$ cat config.mk
export PLATFORM = sky130hd
export DESIGN_NAME = pc_npc_unit_flat
export DESIGN_NICKNAME = d
export VERILOG_FILES = /design/src/rtl/pc_npc_unit_if.sv /design/src/rtl/pc_npc_unit.sv /design/src/flat_wrapper.sv
export SDC_FILE = /design/constraint.sdc
export NUM_CORES = 1
export LEC_CHECK = 0
export BUFFER_PORTS_ARGS = -buffer_cell sky130_fd_sc_hd__buf_2
export CAP_MARGIN = 0
export CORE_UTILIZATION = 37
export DETAILED_ROUTE_END_ITERATION = 10
export PLACE_DENSITY = 0.62
export SLEW_MARGIN = 20
export SYNTH_ARGS = -nofsm -noshare
export SYNTH_HDL_FRONTEND = slang
export SYNTH_SLANG_ARGS = --single-unit
export TNS_END_PERCENT = 30
$ cat constraint.sdc
create_clock -name clk -period 2.9 [get_ports clk]
set_input_delay 0.58 -clock clk [delete_from_list [all_inputs] [get_ports clk]]
set_output_delay 0.58 -clock clk [all_outputs]
set_load 0.01 [all_outputs]
$ cat src/rtl/pc_npc_unit_if.sv
// Control/status bundle between the pipeline and the PC/nPC unit.
// The pipeline (master) drives advance, transfer and trap controls.
// The unit (slave) returns its registered pc/npc, trap state and saved trap PCs.
interface pc_npc_unit_if #(
  parameter int WIDTH = 32
);
  // Pipeline -> unit controls
  logic             adv;
  logic             cti_taken;
  logic [WIDTH-1:0] cti_target;
  logic             annul;
  logic             trap_req;
  logic [7:0]       trap_tt;
  logic             retry;

  // Unit -> pipeline status (all registered inside the unit)
  logic [WIDTH-1:0] pc;
  logic [WIDTH-1:0] npc;
  logic             valid;
  logic             in_trap;
  logic [WIDTH-1:0] tpc;
  logic [WIDTH-1:0] tnpc;
  logic             error;

  modport master (
    output adv, cti_taken, cti_target, annul, trap_req, trap_tt, retry,
    input  pc, npc, valid, in_trap, tpc, tnpc, error
  );

  modport slave (
    input  adv, cti_taken, cti_target, annul, trap_req, trap_tt, retry,
    output pc, npc, valid, in_trap, tpc, tnpc, error
  );
endinterface

$ cat src/rtl/pc_npc_unit.sv
// SPARC-style PC/nPC unit: delayed control transfer, delay-slot annul, trap entry/retry.
// Latency: all outputs registered; traps/retry visible after one adv edge, transfers after two.
// Backpressure: adv=0 stalls the unit completely; every input is ignored on non-adv edges.
module pc_npc_unit #(
  parameter int               WIDTH    = 32,
  parameter logic [WIDTH-1:0] RESET_PC = '0,
  parameter int               STEP     = 4,
  parameter logic [WIDTH-1:0] TBR_BASE = WIDTH'(32'h0000_1000)
) (
  input  logic         clk,
  input  logic         reset_n,
  pc_npc_unit_if.slave bus
);

  typedef enum logic [1:0] {
    ST_RUN   = 2'd0,
    ST_TRAP  = 2'd1,
    ST_ERROR = 2'd2
  } state_t;

  localparam logic [WIDTH-1:0] STEP_W      = WIDTH'(STEP);
  localparam logic [7:0]       TT_MISALIGN = 8'h07;

  // Architectural state
  state_t           r_state;
  logic [WIDTH-1:0] r_pc;
  logic [WIDTH-1:0] r_npc;
  logic             r_valid;
  logic [WIDTH-1:0] r_tpc;
  logic [WIDTH-1:0] r_tnpc;

  // Next-state values
  state_t           w_state_nxt;
  logic [WIDTH-1:0] w_pc_nxt;
  logic [WIDTH-1:0] w_npc_nxt;
  logic             w_valid_nxt;
  logic [WIDTH-1:0] w_tpc_nxt;
  logic [WIDTH-1:0] w_tnpc_nxt;

  // Qualified controls: an annulled instruction can neither transfer nor annul.
  logic             w_ct;
  logic             w_an;
  logic             w_mis;
  logic             w_take_trap;
  logic [7:0]       w_tt;
  logic [WIDTH-1:0] w_vector;
  logic [WIDTH-1:0] w_step_npc;

  assign w_ct        = bus.cti_taken & r_valid;
  assign w_an        = bus.annul & r_valid;
  assign w_mis       = w_ct & (bus.cti_target[1:0] != 2'b00);
  assign w_take_trap = bus.trap_req | w_mis;

  // An external request outranks the internal misalign trap type.
  assign w_tt        = bus.trap_req ? bus.trap_tt : TT_MISALIGN;
  assign w_vector    = TBR_BASE | WIDTH'({w_tt, 4'b0000});

  // Sequential successor of npc; the add wraps modulo 2^WIDTH by construction.
  assign w_step_npc  = w_ct ? bus.cti_target : (r_npc + STEP_W);

  // Next-state and datapath selection; everything holds unless adv is high.
  always_comb begin
    w_state_nxt = r_state;
    w_pc_nxt    = r_pc;
    w_npc_nxt   = r_npc;
    w_valid_nxt = r_valid;
    w_tpc_nxt   = r_tpc;
    w_tnpc_nxt  = r_tnpc;

    if (bus.adv) begin
      unique case (r_state)
        ST_RUN: begin
          if (w_take_trap) begin
            // Trap entry: save the interrupted pair and vector into the table.
            w_tpc_nxt   = r_pc;
            w_tnpc_nxt  = r_npc;
            w_pc_nxt    = w_vector;
            w_npc_nxt   = w_vector + STEP_W;
            w_valid_nxt = 1'b1;
            w_state_nxt = ST_TRAP;
          end else begin
            // Retry outside a handler has no meaning and falls through to a step.
            w_pc_nxt    = r_npc;
            w_npc_nxt   = w_step_npc;
            w_valid_nxt = ~w_an;
          end
        end

        ST_TRAP: begin
          if (w_take_trap) begin
            // Nested trap: the saved pair would be overwritten, so freeze instead.
            w_state_nxt = ST_ERROR;
          end else if (bus.retry) begin
            w_pc_nxt    = r_tpc;
            w_npc_nxt   = r_tnpc;
            w_valid_nxt = 1'b1;
            w_state_nxt = ST_RUN;
          end else begin
            w_pc_nxt    = r_npc;
            w_npc_nxt   = w_step_npc;
            w_valid_nxt = ~w_an;
          end
        end

        ST_ERROR: begin
          // Frozen until reset.
        end

        default: begin
          w_state_nxt = ST_ERROR;
        end
      endcase
    end
  end

  // State and datapath registers with asynchronous reset.
  always_ff @(posedge clk or negedge reset_n) begin
    if (!reset_n) begin
      r_state <= ST_RUN;
      r_pc    <= RESET_PC;
      r_npc   <= RESET_PC + STEP_W;
      r_valid <= 1'b1;
      r_tpc   <= '0;
      r_tnpc  <= '0;
    end else begin
      r_state <= w_state_nxt;
      r_pc    <= w_pc_nxt;
      r_npc   <= w_npc_nxt;
      r_valid <= w_valid_nxt;
      r_tpc   <= w_tpc_nxt;
      r_tnpc  <= w_tnpc_nxt;
    end
  end

  assign bus.pc      = r_pc;
  assign bus.npc     = r_npc;
  assign bus.valid   = r_valid;
  assign bus.tpc     = r_tpc;
  assign bus.tnpc    = r_tnpc;
  assign bus.in_trap = (r_state == ST_TRAP);
  assign bus.error   = (r_state == ST_ERROR);

endmodule

$ cat src/flat_wrapper.sv
// flat-port wrapper written by rule: the top's interface ports become plain ports
module pc_npc_unit_flat 
#(
  parameter int               WIDTH    = 32,
  parameter logic [WIDTH-1:0] RESET_PC = '0,
  parameter int               STEP     = 4,
  parameter logic [WIDTH-1:0] TBR_BASE = WIDTH'(32'h0000_1000)
)
  (clk, reset_n, bus_adv, bus_cti_taken, bus_cti_target, bus_annul, bus_trap_req, bus_trap_tt, bus_retry, bus_pc, bus_npc, bus_valid, bus_in_trap, bus_tpc, bus_tnpc, bus_error);
  pc_npc_unit_if #(.WIDTH(WIDTH)) bus_i ();
  input  logic clk;
  input  logic reset_n;
  input wire logic [$bits(bus_i.adv)-1:0] bus_adv;
  input wire logic [$bits(bus_i.cti_taken)-1:0] bus_cti_taken;
  input wire logic [$bits(bus_i.cti_target)-1:0] bus_cti_target;
  input wire logic [$bits(bus_i.annul)-1:0] bus_annul;
  input wire logic [$bits(bus_i.trap_req)-1:0] bus_trap_req;
  input wire logic [$bits(bus_i.trap_tt)-1:0] bus_trap_tt;
  input wire logic [$bits(bus_i.retry)-1:0] bus_retry;
  output wire logic [$bits(bus_i.pc)-1:0] bus_pc;
  output wire logic [$bits(bus_i.npc)-1:0] bus_npc;
  output wire logic [$bits(bus_i.valid)-1:0] bus_valid;
  output wire logic [$bits(bus_i.in_trap)-1:0] bus_in_trap;
  output wire logic [$bits(bus_i.tpc)-1:0] bus_tpc;
  output wire logic [$bits(bus_i.tnpc)-1:0] bus_tnpc;
  output wire logic [$bits(bus_i.error)-1:0] bus_error;
  assign bus_i.adv = bus_adv;
  assign bus_i.cti_taken = bus_cti_taken;
  assign bus_i.cti_target = bus_cti_target;
  assign bus_i.annul = bus_annul;
  assign bus_i.trap_req = bus_trap_req;
  assign bus_i.trap_tt = bus_trap_tt;
  assign bus_i.retry = bus_retry;
  assign bus_pc = bus_i.pc;
  assign bus_npc = bus_i.npc;
  assign bus_valid = bus_i.valid;
  assign bus_in_trap = bus_i.in_trap;
  assign bus_tpc = bus_i.tpc;
  assign bus_tnpc = bus_i.tnpc;
  assign bus_error = bus_i.error;
  pc_npc_unit #(.WIDTH(WIDTH), .RESET_PC(RESET_PC), .STEP(STEP), .TBR_BASE(TBR_BASE)) u_core (.clk(clk), .reset_n(reset_n), .bus(bus_i));
endmodule
==> results.txt, run 1 <==
status = finished clean
biggest area consumer among synthesized cells = dfrtp_1
setup_tns = 0 ns
Slew HR = 48.6%
RD Place Congestion = 0.785
asr flop ratio synth = 100%
fmax = 402 MHz
RSZ-0062 raised after global routing = no
CTS tree = built
initial core utilization = 37.8%
placed inst area = 0.00763 mm2
Initial DRC Count = 464
H-tree depth = 4
Max Cap Viol = 0
power per cell area = 1100 mW/mm2
WS Path Type = flip-flop to flip-flop
I/O Buffers = 177
Vias/cell = 5.53
synth top area cells = dfrtp_1 50%, mux2_2 10%, nor2_1 4.3%
Final Power = 8.95 mW
Die Area = 0.0181 mm2
Nets = 831
crit path time final = 2.49 ns
initial antenna violation count = 2
Final period util = 85.7%
measured slew at the worst slew-check pin = 0.770 ns
area delta synth->final = 25.9%
critical path data required time = 3.23 ns
worst min-delay path class = input port to asynchronous set/reset pin
Max clock buf depth = 2
largest fanout on the critical path = 9
P_leak = 3.84 nW
Seq pwr share = 41.2%
Clock Power Share = 21.9%
Num CTS Buffers = 17
Layout Skew = 0.0103 ns
placed wire-length estimate = 13300 um
Mapped Nets = 669
Worst Path Arrival = 2.81 ns
Mapped Cells = 621
Psw = 3.53 mW
clk root buf = clkbuf_16
FP Rows = 48
routed len/inst = 18.8 um
vias = 5636
count of cell types in the netlist = 60
number of synthesized flops with an enable pin = 0
Post-Syn Area per Cell = 10.4 um2
main flop type after synthesis = dfrtp_1
CP Launch Type = flip-flop
Setup Viol. Count Final = 0
Comb power frac = 36.9%
FF-to-FF setup slack = 0.41 ns
clk_lat worst skew = 0.43 ns
most common cell after layout, fill and taps aside = buf_2
# clock sinks = 131
vias in the first global route = 5383
Clock transition at path regs = 0.06 ns
CP endpoint kind = flip-flop
Post-CTS Setup Repair Bufs = 0
largest net degree at the start of global routing = 59
antenna viol nets, final = 0
FF+latch count, synth = 131
worst IR drop on VDD = 0.522 mV
area share of the largest cell type after synthesis = 49.8%
hold violation count in the final report = 0
first-pass GRT wire length = 30300 um
core footprint = 0.0172 mm2
Post-route DRC = 0
Slew Limit Fails = 0
die height = 134 um
Power Internal = 5.42 mW
synthesized cell area = 0.00648 mm2
switching part of the total power = 39.4%
post-CTS resize count = 0
cts-stage hold buffer count = 0
most frequent cells in the layout = 176 x buf_2, 129 x dfrtp_1, 74 x nor2_1, 60 x nand2_1, 59 x mux2_2
Post-Route WL = 19200 um
cell area after layout = 0.00816 mm2
gr usage total = 21.9%
register area share after synthesis = 50.6%
layout cell share with drive strength beyond 1 = 37.7%
die width = 134 um
grt total ovfl = 0
# IOs = 178
yosys warns = 0
1st-pass router iterations = 6
## power by group through the flow
stage | Sequential [mW] | Clock (mW) | Combinational, mW
final | 3.69 | 1.96 | 3.30
after global routing | 3.82 | 2.06 | 3.64
after CTS | 3.67 | 1.98 | 3.34
after detailed placement | 3.69 | 0 | 3.33
after global placement | 3.69 | 0 | 3.26
after floorplan | 3.74 | 0 | 1.73
## cell type report
class                   count  area (um2)
inverters                   4        15.0
well taps                 225         282
diodes                      2        5.00
repair buffers            196        1080
clock inverters             5        27.5
multi-input cells         433        2970
flip-flops and latches    131        3280
clock buffers              24         502
fillers                  1659        9010
## per-layer routing
layer	track usage [%]	up-vias	wire, um
li1	-	2626	-
met1	30.0	2795	8550
met2	33.7	191	9240
met3	5.48	24	1100
met4	7.68	0	315
met5	0	-	0
## metrics by stage
stage / cells / hold slack (ns) / setup slack [ns] / utilization [%]
2_1_floorplan: 621 / 0.284 / 0.839 / -
3_3_place_gp: 989 / 0.483 / 0.402 / 44.4
3_5_place_dp: 989 / 0.486 / 0.391 / 44.4
4_1_cts: 1018 / 0.149 / 0.413 / 47.5
5_1_grt: 1020 / 0.149 / 0.300 / 47.5
6_report: 1020 / 0.112 / 0.414 / 47.5
## worst paths after layout
path	start	end	cells past startpoint
max in group asynchronous	reset_n	u_core.bus.valid	2
min in group clk	bus_annul	u_core.bus.valid	2
min	reset_n	u_core.bus.tpc[24]	1
max reg2reg	u_core.bus.npc[2]	u_core.bus.npc[30]	6
max	u_core.bus.npc[2]	u_core.bus.npc[30]	6
min reg2reg	u_core.bus.pc[4]	u_core.bus.pc[4]	2
## cell usage after synthesis (5+ instances only)
| library cell | count |
|---|---|
| nand2_1 | 60 |
| nand4_1 | 10 |
| nand3_1 | 16 |
| buf_2 | 26 |
| o21ai_0 | 29 |
| a222oi_1 | 11 |
| a221oi_1 | 28 |
| a2bb2oi_1 | 5 |
| mux2i_1 | 5 |
| dfrtp_1 | 129 |
| and3_1 | 6 |
| nor2_1 | 74 |
| mux2_2 | 59 |
| xor2_1 | 9 |
| o211ai_1 | 15 |
| xnor2_1 | 6 |
| a21oi_1 | 23 |
| a32oi_1 | 5 |
| nor3_1 | 6 |
| clkbuf_1 | 19 |
## sequential cells by signal (all words and copies together), names as in the netlist
signal,flops
u_core.bus.valid,1
u_core.bus.pc,32
u_core.r_state,2
u_core.bus.tpc,32
u_core.bus.tnpc,32
u_core.bus.npc,32
## logic make-up after synthesis
family	synth area share (%)
flops	50.6
mux	11.2
xor+xnor	2.03
compound gates	16.5
simple gates	15.3
buf+inv	4.19
fa+ha+maj	0.193
## worst max-delay path, cell delays in order (launching register included)
cell and delay [ns]:
dfstp_2 0.63, ha_1 0.25, nand3_2 0.26, nor4_4 0.63, nand2_1 0.15, o211a_1 0.25, nor4_1 0.22
No activity file was read; power rests on OpenSTA's default activity.
==> inputs of run 2 (changes only) <==
BUFFER_PORTS_ARGS = not set   (was -buffer_cell sky130_fd_sc_hd__buf_2)
DONT_BUFFER_PORTS = 1   (was not set)
PLACE_DENSITY = 0.53   (was 0.62)
==> run 2 against run 1 <==
  * The flow now finishes with violations (hold timing)
  * Final cell count down 17%
  * Clock skew fell by 0.0014 ns
  * Cell area decreased by 9.3%
  * Non-clock buffer count shrank 177
  * Count of clock-buffer cells in the layout down 5
  * Sequential share of layout area up 4.1 points
  * Die area is the same
  * Register-to-register slack improved by 0.03 ns
  * Total power shrank 3.6%
  * Sequential power grew 13%
  * Utilization down 4.4 points
  * Hold slack worse by 0.25 ns
  * Largest cell class unchanged
==> results.txt, run 2 (synthesis results as in run 1) <==
met1 WL = 8160 um (was 8550 um)
Slew HR = 42.3% (was 48.6%)
initial core utilization = 37.8% (unchanged)
fmax = 407 MHz (was 402 MHz)
core footprint = 0.0172 mm2 (unchanged)
Worst Path Arrival = 2.76 ns (was 2.81 ns)
Power Internal = 5.26 mW (was 5.42 mW)
Max Cap Viol = 0 (unchanged)
CP endpoint kind = flip-flop (unchanged)
Die Area = 0.0181 mm2 (unchanged)
failing checks = hold timing
WS Path Type = flip-flop to flip-flop (unchanged)
routed len/inst = 22.4 um (was 18.8 um)
power per cell area = 1160 mW/mm2 (was 1100 mW/mm2)
Num CTS Buffers = 17 (unchanged)
Initial DRC Count = 417 (was 464)
post-CTS resize count = 0 (unchanged)
Setup Viol. Count Final = 0 (unchanged)
Clock Power Share = 27.8% (was 21.9%)
# clock sinks = 131 (unchanged)
post-layout util = 43.1% (was 47.5%)
Max clock buf depth = 2 (unchanged)
most common cell after layout, fill and taps aside = dfrtp_1 (was buf_2)
most frequent cells in the layout = 129 x dfrtp_1, 74 x nor2_1, 60 x nand2_1, 59 x mux2_2, 29 x o21ai_0 (was 176 x buf_2, 129 x dfrtp_1, 74 x nor2_1, 60 x nand2_1, 59 x mux2_2)
die height = 134 um (unchanged)
# IOs = 178 (unchanged)
crit path time final = 2.46 ns (was 2.49 ns)
Fin Hold WS = -0.139 ns (was 0.112 ns)
Setup WS pre-CTS = 0.342 ns (was 0.391 ns)
vias in the first global route = 4983 (was 5383)
Comb power frac = 24.0% (was 36.9%)
worst IR drop on VDD = 0.503 mV (was 0.522 mV)
measured slew at the worst slew-check pin = 0.866 ns (was 0.770 ns)
Slew Limit Fails = 0 (unchanged)
Finished Layout Cells = 844 (was 1020)
dpl cells = 812 (was 989)
H-tree depth = 4 (unchanged)
Psw = 3.37 mW (was 3.53 mW)
hold violation count in the final report = 129 (was 0)
I/O Buffers = 0 (was 177)
RSZ-0062 raised after global routing = no (unchanged)
die width = 134 um (unchanged)
Post-route DRC = 0 (unchanged)
status = finished with violations (was finished clean)
Nets = 654 (was 831)
clk root buf = clkbuf_16 (unchanged)
vias = 5089 (was 5636)
DR top layer = met4 (unchanged)
layout cell share with drive strength beyond 1 = 20.5% (was 37.7%)
Post-CTS Setup Repair Bufs = 0 (unchanged)
grt total ovfl = 0 (unchanged)
metal3 WL = 1530 um (was 1100 um)
Final period util = 84.7% (was 85.7%)
wire length on met2 = 8920 um (was 9240 um)
area delta synth->final = 14.2% (was 25.9%)
antenna viol nets, final = 0 (unchanged)
worst min-delay path class = input port to asynchronous set/reset pin (unchanged)
Clock transition at path regs = 0.06 ns (about the same)
clk_lat worst skew = 0.41 ns (was 0.43 ns)
Seq pwr share = 48.2% (was 41.2%)
RD Place Congestion = 0.790 (was 0.785)
critical path data required time = 3.20 ns (was 3.23 ns)
CP Launch Type = flip-flop (unchanged)
antenna cells = 0 (was 2)
FP Rows = 48 (unchanged)
P_leak = 3.14 nW (was 3.84 nW)
1st-pass router iterations = 5 (was 6)
setup_tns = 0 ns (unchanged)
gr usage total = 21.2% (was 21.9%)
Layout Skew = 0.00890 ns (was 0.0103 ns)
first-pass GRT wire length = 29300 um (was 30300 um)
CTS tree = built (unchanged)
largest net degree at the start of global routing = 132 (was 59)
placed wire-length estimate = 12700 um (was 13300 um)
Vias/cell = 6.03 (was 5.53)
switching part of the total power = 39.1% (was 39.4%)
setup ws final = 0.444 ns (was 0.414 ns)
initial antenna violation count = 0 (was 2)
largest fanout on the critical path = 25 (was 9)
Post-Route WL = 18900 um (was 19200 um)
[run 2: final timing paths]
| path | start | endpoint | slack, ns | depth (start not counted) |
|---|---|---|---|---|
| max in group asynchronous | reset_n | u_core.bus.npc[2] | 2.78 | 0 |
| hold reg to reg | u_core.bus.pc[9] | u_core.bus.pc[9] | 0.58 | 2 |
| setup / recovery | u_core.bus.valid | u_core.bus.npc[30] | 0.44 | 6 |
| setup reg to reg | u_core.bus.valid | u_core.bus.npc[30] | 0.44 | 6 |
| hold / removal | reset_n | u_core.bus.tpc[24] | -0.14 | 0 |
| min in group clk | bus_annul | u_core.bus.valid | 0.26 | 1 |
[run 2: area by class of cell]
| type | count | area (um2) |
|---|---|---|
| clock inverters | 13 | 205 |
| well taps | 225 | 282 |
| fillers | 1707 | 9770 |
| flip-flops and latches | 131 | 3280 |
| repair buffers | 19 | 205 |
| clock buffers | 19 | 453 |
| multi-input cells | 433 | 2970 |
| inverters | 4 | 15.0 |
[run 2: power by group through the flow]
| stage | clock [mW] | sequential (mW) | combinational [mW] |
|---|---|---|---|
| finish | 2.40 | 4.16 | 2.07 |
| floorplan | 0 | 3.74 | 1.73 |
| CTS | 2.45 | 4.16 | 2.09 |
| detailed placement | 0 | 4.20 | 2.07 |
| global route | 2.52 | 4.31 | 2.31 |
| global placement | 0 | 4.16 | 2.01 |
[run 2: routing by layer]
metal	up-vias	GRT usage, %
met5	-	0
met3	20	6.65
met2	213	32.5
met4	0	7.49
li1	2270	-
met1	2586	28.2
[run 2: critical path: stages, from the launching register on]
cell	delay, ns
dfstp_2	0.64
o211a_1	0.32
or2_1	0.30
a21o_2	0.59
buf_12	0.24
nor4_1	0.07
nor4_1	0.17
[run 2: metrics by stage]
step / hold slack (ns) / power, mW / instance area [um2]
final: -0.139 / 8.63 / 7410
after floorplan: 0.284 / 5.47 / 6480
after global routing: -0.162 / 9.14 / 7410
after detailed placement: 0.286 / 6.27 / 6750
after global placement: 0.287 / 6.16 / 6750
after CTS: -0.157 / 8.70 / 7410
==> inputs of run 3 (changes only) <==
clock period = 2.44 ns   (was 2.9 ns; I/O delays follow)
==> run 3 against run 2 <==
  * The run still ends with hold timing left
  * Sequential power grew 15%
  * Via count shrank 0.24%
  * Total power grew 18%
  * Combinational power grew 34%
  * Clock power grew 8%
  * Fmax grew 13%
  * Register-to-register slack lost 0.18 ns
  * Largest cell class unchanged
  * Largest power group unchanged
  * Highest routed layer unchanged
==> results.txt, run 3 (synthesis results as in run 1) <==
setup ws final = 0.268 ns (was 0.444 ns)
Post-Route WL = 19000 um (was 18900 um)
Setup WS pre-CTS = 0.212 ns (was 0.342 ns)
setup_tns = 0 ns (unchanged)
Fin Hold WS = -0.235 ns (was -0.139 ns)
H-tree depth = 4 (unchanged)
Clock Power Share = 25.4% (was 27.8%)
Layout Skew = 0.00845 ns (was 0.00890 ns)
area of the multi-input gates = 0.00297 mm2 (unchanged)
Vias/cell = 5.90 (was 6.03)
crit path time final = 2.17 ns (was 2.46 ns)
antenna cells = 0 (unchanged)
vias = 5077 (was 5089)
CP endpoint kind = flip-flop (unchanged)
die width = 134 um (unchanged)
most frequent cells in the layout = 129 x dfrtp_1, 74 x nor2_1, 60 x nand2_1, 59 x mux2_2, 29 x o21ai_0 (unchanged)
vias in the first global route = 5054 (was 4983)
area delta synth->final = 15.8% (was 14.2%)
Comb power frac = 27.4% (was 24.0%)
Post-route DRC = 0 (unchanged)
grt total ovfl = 0 (unchanged)
Clock transition at path regs = 0.06 ns (about the same)
Seq pwr share = 47.1% (was 48.2%)
Final period util = 89.0% (was 84.7%)
# clock sinks = 131 (unchanged)
placed wire-length estimate = 13100 um (was 12700 um)
R2R Path Start = u_core.bus.valid (unchanged)
hold violation count in the final report = 131 (was 129)
Psw = 4.04 mW (was 3.37 mW)
Max Cap Viol = 0 (unchanged)
clk_lat worst skew = 0.42 ns (was 0.41 ns)
first-pass GRT wire length = 29800 um (was 29300 um)
layout cell share with drive strength beyond 1 = 22.3% (was 20.5%)
Final Power = 10.1 mW (was 8.63 mW)
# IOs = 178 (unchanged)
Post-CTS Setup Repair Bufs = 0 (unchanged)
Max clock buf depth = 2 (unchanged)
Slew HR = 48.3% (was 42.3%)
Worst Path Arrival = 2.47 ns (was 2.76 ns)
measured slew at the worst slew-check pin = 0.773 ns (was 0.866 ns)
FF-to-FF setup slack = 0.27 ns (was 0.44 ns)
CP Launch Type = flip-flop (unchanged)
fillers = 1667 (was 1707)
worst IR drop on VDD = 0.595 mV (was 0.503 mV)
I/O Buffers = 0 (unchanged)
largest fanout on the critical path = 28 (was 25)
critical path data required time = 2.74 ns (was 3.20 ns)
RSZ-0062 raised after global routing = no (unchanged)
routed len/inst = 22.1 um (was 22.4 um)
Power Internal = 6.11 mW (was 5.26 mW)
largest net degree at the start of global routing = 132 (unchanged)
antenna viol nets, final = 0 (unchanged)
power per cell area = 1350 mW/mm2 (was 1160 mW/mm2)
Finished Layout Cells = 861 (was 844)
Setup Viol. Count Final = 0 (unchanged)
clk root buf = clkbuf_16 (unchanged)
post-CTS resize count = 0 (unchanged)
die height = 134 um (unchanged)
initial antenna violation count = 1 (was 0)
status = finished with violations (unchanged)
CTS tree = built (unchanged)
switching part of the total power = 39.8% (was 39.1%)
1st-pass router iterations = 5 (unchanged)
worst min-delay path class = input port to asynchronous set/reset pin (unchanged)
RD Place Congestion = 0.802 (was 0.790)
Reg area = 0.00328 mm2 (unchanged)
gr usage total = 21.7% (was 21.2%)
placed inst area = 0.00691 mm2 (was 0.00675 mm2)
WS Path Type = flip-flop to flip-flop (unchanged)
Initial DRC Count = 457 (was 417)
initial core utilization = 37.8% (unchanged)
dpl cells = 829 (was 812)
cell area after layout = 0.00751 mm2 (was 0.00741 mm2)
FP Rows = 48 (unchanged)
Num CTS Buffers = 17 (unchanged)
P_leak = 3.20 nW (was 3.14 nW)
most common cell after layout, fill and taps aside = dfrtp_1 (unchanged)
Nets = 671 (was 654)
core footprint = 0.0172 mm2 (unchanged)
fmax = 460 MHz (was 407 MHz)
Die Area = 0.0181 mm2 (unchanged)
Slew Limit Fails = 0 (unchanged)
worst r2r dst = u_core.bus.tpc[10] (was u_core.bus.npc[30])
failing checks = hold timing (unchanged)
Reg2Reg Depth = 5 (was 6)
==> run 3: cell count changes in the layout (fill, tap and decap cells not counted) <==
cell	delta
bufinv_16	-2
buf_4	+14
clkbuf_1	+2
clkinvlp_4	+1
inv_6	-1
clkinv_4	+2
buf_12	+3
clkbuf_8	-2
==> run 3: per-stage QoR <==
step	hold slack [ns]	utilization, %
after floorplan	0.192	-
after global placement	0.196	40.2
after detailed placement	0.196	40.2
after CTS	-0.255	43.7
after global routing	-0.256	43.7
final	-0.235	43.7
==> run 3: power by group through the flow <==
stage | logic, mW | clock network [mW] | registers [mW]
after global routing | 3.11 | 2.71 | 4.96
after detailed placement | 2.80 | 0 | 4.83
after CTS | 2.81 | 2.63 | 4.80
after floorplan | 2.05 | 0 | 4.45
final | 2.78 | 2.58 | 4.78
after global placement | 2.70 | 0 | 4.79
==> run 3: worst max-delay path, stage by stage, from the launching register on <==
cell and delay [ns]:
dfstp_2 0.54, o211a_1 0.32, nor2_1 0.12, or3_4 0.53
buf_12 0.23, mux2_2 0.29
==> run 3: layout make-up <==
class | instances | area share (%)
well taps | 225 | 3.75
clock buffers | 19 | 5.77
multi-input cells | 433 | 39.5
clock inverters | 13 | 2.15
inverters | 4 | 0.200
repair buffers | 36 | 4.93
flip-flops and latches | 131 | 43.7
==> run 3: layer usage <==
| layer | global-route usage [%] | wire length [um] | up-vias |
|---|---|---|---|
| li1 | - | - | 2296 |
| met1 | 28.1 | 8110 | 2553 |
| met4 | 8.30 | 372 | 0 |
| met2 | 33.9 | 8970 | 201 |
| met5 | 0 | 0 | - |
| met3 | 6.92 | 1540 | 27 |
==> run 3: how the worst max path moves through the flow <==
stage | startpoint | endpoint | slack [ns] | cells past startpoint
6_report | u_core.bus.valid | u_core.bus.tpc[10] | 0.27 | 5
5_1_grt | u_core.bus.npc[11] | u_core.bus.npc[19] | 0.12 | 6
4_1_cts | u_core.bus.npc[2] | u_core.bus.npc[19] | 0.27 | 8
3_5_place_dp | bus_cti_target[0] | u_core.bus.npc[30] | 0.21 | 5
3_3_place_gp | bus_cti_target[0] | u_core.bus.npc[30] | 0.23 | 5
2_1_floorplan | u_core.bus.npc[2] | u_core.bus.npc[30] | 0.41 | 6
